[src/rtl/ui_pkg.sv]
// ui_pkg: types and width helpers shared by the user-interface blocks
// (the LED pulse stretcher and the key debouncer).
//   stretch_state_t : FSM states of the pulse stretcher
//   cnt_w(n)        : counter width for n values, never less than 1 bit
package ui_pkg;

    typedef enum logic [1:0] {
        IDLE = 2'd0,
        ON   = 2'd1,
        GAP  = 2'd2
    } stretch_state_t;

    // $clog2 returns 0 for n<=1; a zero-width counter cannot be declared.
    function automatic int cnt_w(input int n);
        return (n <= 1) ? 1 : $clog2(n);
    endfunction

endpackage

[src/rtl/ui_timer.sv]
// ui_timer: loadable down-counter with zero detect.
//   clk      : clock, rising edge
//   reset_n  : asynchronous active-low reset, counter clears to 0
//   load     : load load_val this cycle (wins over dec)
//   load_val : value to load
//   dec      : decrement by one (caller only asserts it while nonzero)
//   zero     : counter currently equals 0
module ui_timer #(
    parameter int W = 1
) (
    input  logic         clk,
    input  logic         reset_n,
    input  logic         load,
    input  logic [W-1:0] load_val,
    input  logic         dec,
    output logic         zero
);

    logic [W-1:0] cnt_d, cnt_q;

    always_comb begin
        cnt_d = cnt_q;
        if (load) begin
            cnt_d = load_val;
        end else if (dec) begin
            cnt_d = cnt_q - W'(1);
        end
    end

    always_ff @(posedge clk or negedge reset_n) begin
        if (!reset_n) begin
            cnt_q <= '0;
        end else begin
            cnt_q <= cnt_d;
        end
    end

    assign zero = (cnt_q == '0);

endmodule

[src/rtl/led_pulse_stretcher.sv]
// led_pulse_stretcher: turns single-cycle event strobes into LED blinks of
// ON_CNT cycles high followed by at least OFF_CNT cycles low.
//   clk      : clock, rising edge
//   reset_n  : asynchronous active-low reset, aborts any blink at once
//   pulse_in : event strobe, one event per high cycle
//   ovf_clr  : synchronous clear of overflow (a same-cycle set wins)
//   led_out  : registered LED drive, active-high
//   busy     : registered, high while blinking or in the gap after a blink
//   pending  : number of queued blinks not yet started
//   overflow : sticky, set whenever an event is dropped
// Build option: define LED_STRETCH_QUEUE_EN to queue events that arrive
// while busy (up to MAX_PENDING). Without it pending is tied to 0 and every
// event arriving while busy is dropped.
module led_pulse_stretcher
    import ui_pkg::*;
#(
    parameter int ON_CNT      = 5_000_000,
    parameter int OFF_CNT     = 5_000_000,
    parameter int MAX_PENDING = 7
) (
    input  logic                               clk,
    input  logic                               reset_n,
    input  logic                               pulse_in,
    input  logic                               ovf_clr,
    output logic                               led_out,
    output logic                               busy,
    output logic [$clog2(MAX_PENDING+1)-1:0]   pending,
    output logic                               overflow
);

    localparam int MAX_CNT = (ON_CNT > OFF_CNT) ? ON_CNT : OFF_CNT;
    localparam int TMR_W   = cnt_w(MAX_CNT);
    localparam int PEND_W  = $clog2(MAX_PENDING + 1);

    stretch_state_t   state_d, state_q;
    logic             led_d, led_q;
    logic             busy_d, busy_q;
    logic             ovf_d, ovf_q;

    logic             tmr_load;
    logic [TMR_W-1:0] tmr_val;
    logic             tmr_dec;
    logic             tmr_zero;

    // Event seen in ON/GAP that was not consumed by a GAP exit.
    logic             busy_evt;
    logic             drop;

`ifdef LED_STRETCH_QUEUE_EN
    logic [PEND_W-1:0] pend_d, pend_q;
    logic              deq;
    logic              exit_enq;
`else
    logic              exit_drop;
`endif

    ui_timer #(
        .W (TMR_W)
    ) u_tmr (
        .clk      (clk),
        .reset_n  (reset_n),
        .load     (tmr_load),
        .load_val (tmr_val),
        .dec      (tmr_dec),
        .zero     (tmr_zero)
    );

    // Next-state and timer control.
    always_comb begin
        state_d  = state_q;
        tmr_load = 1'b0;
        tmr_val  = '0;
        tmr_dec  = 1'b0;
        busy_evt = 1'b0;
`ifdef LED_STRETCH_QUEUE_EN
        deq      = 1'b0;
        exit_enq = 1'b0;
`else
        exit_drop = 1'b0;
`endif
        case (state_q)
            IDLE: begin
                if (pulse_in) begin
                    state_d  = ON;
                    tmr_load = 1'b1;
                    tmr_val  = TMR_W'(ON_CNT - 1);
                end
            end
            ON: begin
                busy_evt = pulse_in;
                if (tmr_zero) begin
                    state_d  = GAP;
                    tmr_load = 1'b1;
                    tmr_val  = TMR_W'(OFF_CNT - 1);
                end else begin
                    tmr_dec = 1'b1;
                end
            end
            GAP: begin
                if (tmr_zero) begin
`ifdef LED_STRETCH_QUEUE_EN
                    if (pend_q != '0) begin
                        // Queued blink starts; a same-edge event takes its
                        // place in the queue, so the count holds.
                        state_d  = ON;
                        tmr_load = 1'b1;
                        tmr_val  = TMR_W'(ON_CNT - 1);
                        deq      = 1'b1;
                        exit_enq = pulse_in;
                    end else if (pulse_in) begin
                        // Empty queue: the event starts its blink directly.
                        state_d  = ON;
                        tmr_load = 1'b1;
                        tmr_val  = TMR_W'(ON_CNT - 1);
                    end else begin
                        state_d = IDLE;
                    end
`else
                    state_d   = IDLE;
                    exit_drop = pulse_in;
`endif
                end else begin
                    busy_evt = pulse_in;
                    tmr_dec  = 1'b1;
                end
            end
            default: begin
                state_d = IDLE;
            end
        endcase
    end

`ifdef LED_STRETCH_QUEUE_EN
    // Pending counter: dequeue at GAP exit, enqueue while busy, saturate.
    always_comb begin
        pend_d = pend_q;
        drop   = 1'b0;
        if (deq) begin
            if (!exit_enq) begin
                pend_d = pend_q - PEND_W'(1);
            end
        end else if (busy_evt) begin
            if (pend_q < PEND_W'(MAX_PENDING)) begin
                pend_d = pend_q + PEND_W'(1);
            end else begin
                drop = 1'b1;
            end
        end
    end

    always_ff @(posedge clk or negedge reset_n) begin
        if (!reset_n) begin
            pend_q <= '0;
        end else begin
            pend_q <= pend_d;
        end
    end

    assign pending = pend_q;
`else
    always_comb begin
        drop = busy_evt | exit_drop;
    end

    assign pending = '0;
`endif

    // Outputs are registered from the next state so they line up with it.
    always_comb begin
        led_d  = (state_d == ON);
        busy_d = (state_d != IDLE);
        ovf_d  = ovf_q;
        if (drop) begin
            ovf_d = 1'b1;
        end else if (ovf_clr) begin
            ovf_d = 1'b0;
        end
    end

    always_ff @(posedge clk or negedge reset_n) begin
        if (!reset_n) begin
            state_q <= IDLE;
            led_q   <= 1'b0;
            busy_q  <= 1'b0;
            ovf_q   <= 1'b0;
        end else begin
            state_q <= state_d;
            led_q   <= led_d;
            busy_q  <= busy_d;
            ovf_q   <= ovf_d;
        end
    end

    assign led_out  = led_q;
    assign busy     = busy_q;
    assign overflow = ovf_q;

endmodule
[config.mk]
export PLATFORM = sky130hd
export DESIGN_NAME = led_pulse_stretcher
export DESIGN_NICKNAME = d
export VERILOG_FILES = /design/src/rtl/ui_pkg.sv /design/src/rtl/ui_timer.sv /design/src/rtl/led_pulse_stretcher.sv
export SDC_FILE = /design/constraint.sdc
export NUM_CORES = 1
export LEC_CHECK = 0
export CAP_MARGIN = 25
export CORE_AREA = 2 2 58 60
export CTS_CLUSTER_SIZE = 16
export DETAILED_ROUTE_END_ITERATION = 8
export DIE_AREA = 0 0 60 62
export PLACE_DENSITY = 0.73
export SLEW_MARGIN = 40
export SYNTH_ARGS = -nofsm -noshare
export SYNTH_HDL_FRONTEND = slang
export SYNTH_SLANG_ARGS = --single-unit
[constraint.sdc]
create_clock -name clk -period 2.7 [get_ports clk]
set_input_delay 0.54 -clock clk [delete_from_list [all_inputs] [get_ports clk]]
set_output_delay 0.54 -clock clk [all_outputs]
set_load 0.03 [all_outputs]
==> run_results.csv <==
group,metric,value,unit
run_status,result_of_the_run,"finished clean",
pwr,design_power_total,653,uW
timing,unrepaired_setup_endpoints_after_global_routing,"false",
clocking,htree_num_levels,1,
clocking,cts_num_sinks,28,
clocking,post-cts-setup-buffer-count,0,
critical_path,worst_setup_sp,"u_tmr.cnt_q[0]$_DFFE_PN0P_",
floorplanning,die_area,3720,sq um
logic_synthesis,synth_top_cells_by_count,"28 x dfrtp_1, 15 x nor2_1, 12 x nand2_1",
logic_synthesis,synthDistinctLibCells,45,
grt,grt_busiest_layer,"met2",
timing,worst_slack,0.339,ns
timing,final_worst_clock_skew,0.000915,ns
clocking,cts_buffers,3,
clocking,cts.clk_slew.worst_paths,0.15,ns
critical_path,worst_setup_path_end_kind,"flop",
grt,grt_util_met3,3.31,%
critical_path,worstReg2RegEnd,"led_out$_DFF_PN0_",
logic_synthesis,synth-async-reset-ratio,100,%
route,drc,0,
critical_path,timing.critical_path.fanout_max,7,
grt,via_count_of_the_first_global_routing_pass,1289,
floorplanning,dieHeight,62,um
critical_path,ff2ff_path_depth,7,
pwr,static-leakage-power,0.000622,uW
critical_path,critical_path_required_time,2.98,ns
logic_synthesis,instance_count_of_the_mapped_netlist,173,
timing,min_period,2.36,ns
placement,pre_cts_slack,0.408,ns
clocking,cts_hold_buf,0,
job,max_cap_violations,0,
grt,grt_pass1_wl,5580,um
critical_path,rrSetupSlack,0.34,ns
route,wire_per_inst,14.7,um
final_layout,drive_gt1_share,9.50,%
clocking,clock_tree.root_cell,"clkbuf_4",
logic_synthesis,synth_flop_cell,"dfrtp_1",
route,antenna_left,0,
route,route.detailed.vias_per_inst,5.80,
final_layout,design.final.nets,190,
logic_synthesis,avgSynthCellArea,9.59,sq um
route,route.vias.total,1305,
placement,io_buffer_count,6,
final_layout,final_design_area_no_fill,1790,sq um
floorplanning,ios,10,
placement,place.detailed.hpwl,2470,um
pwr,powerDensity,364,nW/um^2
route,drt_iter0_drc,48,
logic_synthesis,yosys_warnings,0,
clocking,post_cts.resized_instances,0,
grt,grt_usage,20.0,%
timing,ratio_of_final_minimum_period_to_clock_period,87.4,%
timing,final_hold_viol_count,0,
floorplanning,coreArea,3180,sq um
clocking,clock_latency,0.33,ns
logic_synthesis,yosys.cell_count.top_type,"dfrtp_1",
route,postRouteWirelength,3300,um
final_layout,syn_to_final_growth,8.14,%
critical_path,critPathLaunchType,"flop",
grt,use_met2,37.1,%
placement,place_area,1760,sq um
timing,timing.slew.headroom,60.1,%
pwr,vdd_ir_drop_max,0.228,mV
grt,antenna_found_initial,0,
logic_synthesis,synth_seq_cells,28,
logic_synthesis,number_of_synthesized_flops_with_an_enable_pin,0,
worst_hold_path,worstHoldStart,"overflow$_DFFE_PN0P_",
final_layout,diodes,0,
logic_synthesis,synth_area_leaders,"dfrtp_1 42%, ha_1 4.5%, xnor2_1 3.7%",
worst_hold_path,min-delay-path-class,"reg2reg",
worst_hold_path,hold_critical_path_depth,1,
timing,timing_max_transition_violations_final,0,
critical_path,data_arrival_critical_path,2.64,ns
logic_synthesis,syn_area,1660,sq um
placement,routabilityCongestion,0.823,
critical_path,source_of_the_worst_register_to_register_timing_path,"u_tmr.cnt_q[0]$_DFFE_PN0P_",
floorplanning,start_util,52.2,%
timing,timing.final.setup_violations,0,
grt,grtUsageMet1,22.8,%
logic_synthesis,synth_top_cell_area_share,42.2,%
placement,placedCellCount,221,
critical_path,critical_path_class,"reg2reg",
final_layout,layout.cells.non_filler,225,
clocking,tritoncts,"done",
timing,worst_pin_slew,0.599,ns
route,drt-pass1-iter-count,4,
grt,globalRouteOverflowTotal,0,
logic_synthesis,synth_top_area_cell,"dfrtp_1",
clocking,cts_max_path_buffers,2,
timing,timing.setup.tns,0,ns
floorplanning,core.rowCount,21,
logic_synthesis,synth-seq-area-share,42.2,%
floorplanning,die_width,60,um
grt,grt_start_max_net_pins,29,
timing,max_clk_rate,0.424,GHz
worst_hold_path,hold_end,"overflow$_DFFE_PN0P_",
## worst max-delay path by stage
| stage | endpoint |
|---|---|
| floorplan | led_out$_DFF_PN0_ |
| global placement | u_tmr.cnt_q[19]$_DFFE_PN0P_ |
| detailed placement | led_out$_DFF_PN0_ |
| CTS | led_out$_DFF_PN0_ |
| global route | led_out$_DFF_PN0_ |
| finish | led_out$_DFF_PN0_ |
## state kept, by name (all words and copies together) (netlist names)
| signal | count |
|---|---|
| u_tmr.cnt_q | 23 |
| state_q | 2 |
| led_out | 1 |
| busy | 1 |
| overflow | 1 |
## cells by family (layout without fill, tap and decap cells)
logic type / Yosys count / count (layout) / synth area share, %
muxes: 1 / 1 / 0.603
and+or+nand+nor: 76 / 76 / 27.9
xor gates and xnor gates: 11 / 11 / 5.81
buffers and inverters: 15 / 19 / 4.30
adders and majority gates: 6 / 6 / 4.52
DFF: 28 / 28 / 42.2
AOI/OAI and AO/OA: 35 / 35 / 14.4
other: 1 / 3 / 0.226
## critical path, cell delays in order (launching register included)
cell,delay (ns)
dfrtp_1,0.43
inv_1,0.12
ha_1,0.16
nor4b_4,0.29
nand3_1,0.27
or2_0,0.45
a311oi_2,0.37
a21boi_2,0.21
## power by group
| group | total [uW] | internal, uW | switching, uW |
|---|---|---|---|
| Clock | 207 | 82.7 | 124 |
| Combinational | 25.1 | 7.31 | 17.8 |
| Sequential | 421 | 420 | 0.641 |
## cell type report
| class | instances | area [sq um] |
|---|---|---|
| tap | 46 | 57.6 |
| timing repair buffer | 8 | 75.1 |
| clock buffer | 4 | 36.3 |
| multi-input combinational | 132 | 898 |
| fill | 283 | 1390 |
| inverter | 7 | 26.3 |
| sequential | 28 | 701 |
## metrics by stage
stage	util, %	hold WS (ns)
after floorplan	-	0.244
after global placement	55.2	0.494
after detailed placement	55.3	0.516
after CTS	56.4	0.549
after global routing	56.4	0.574
final	56.4	0.541
## layer usage
metal | wire length (um) | up-vias
met1 | 1450 | 641
met4 | 69 | 0
met5 | 0 | -
li1 | - | 635
met3 | 73 | 7
met2 | 1710 | 22
## cell usage in the layout (no fill, tap or decap), types with 2 or more instances in the layout
master and n:
a21oi_1 7, a31oi_1 2, and3_1 2, buf_4 2
clkbuf_4 3, clkdlybuf4s50_1 6, conb_1 3, dfrtp_1 28
ha_1 6, inv_1 7, nand2_1 12, nand2b_1 3
nand3_1 6, nand4_1 5, nor2_1 15, nor3_1 8
o211ai_1 4, o21ai_0 8, o31ai_1 6, or2_0 2
or3_1 5, or4_1 6, xnor2_1 7, xor2_1 4
No activity file was read; power rests on OpenSTA's default activity.
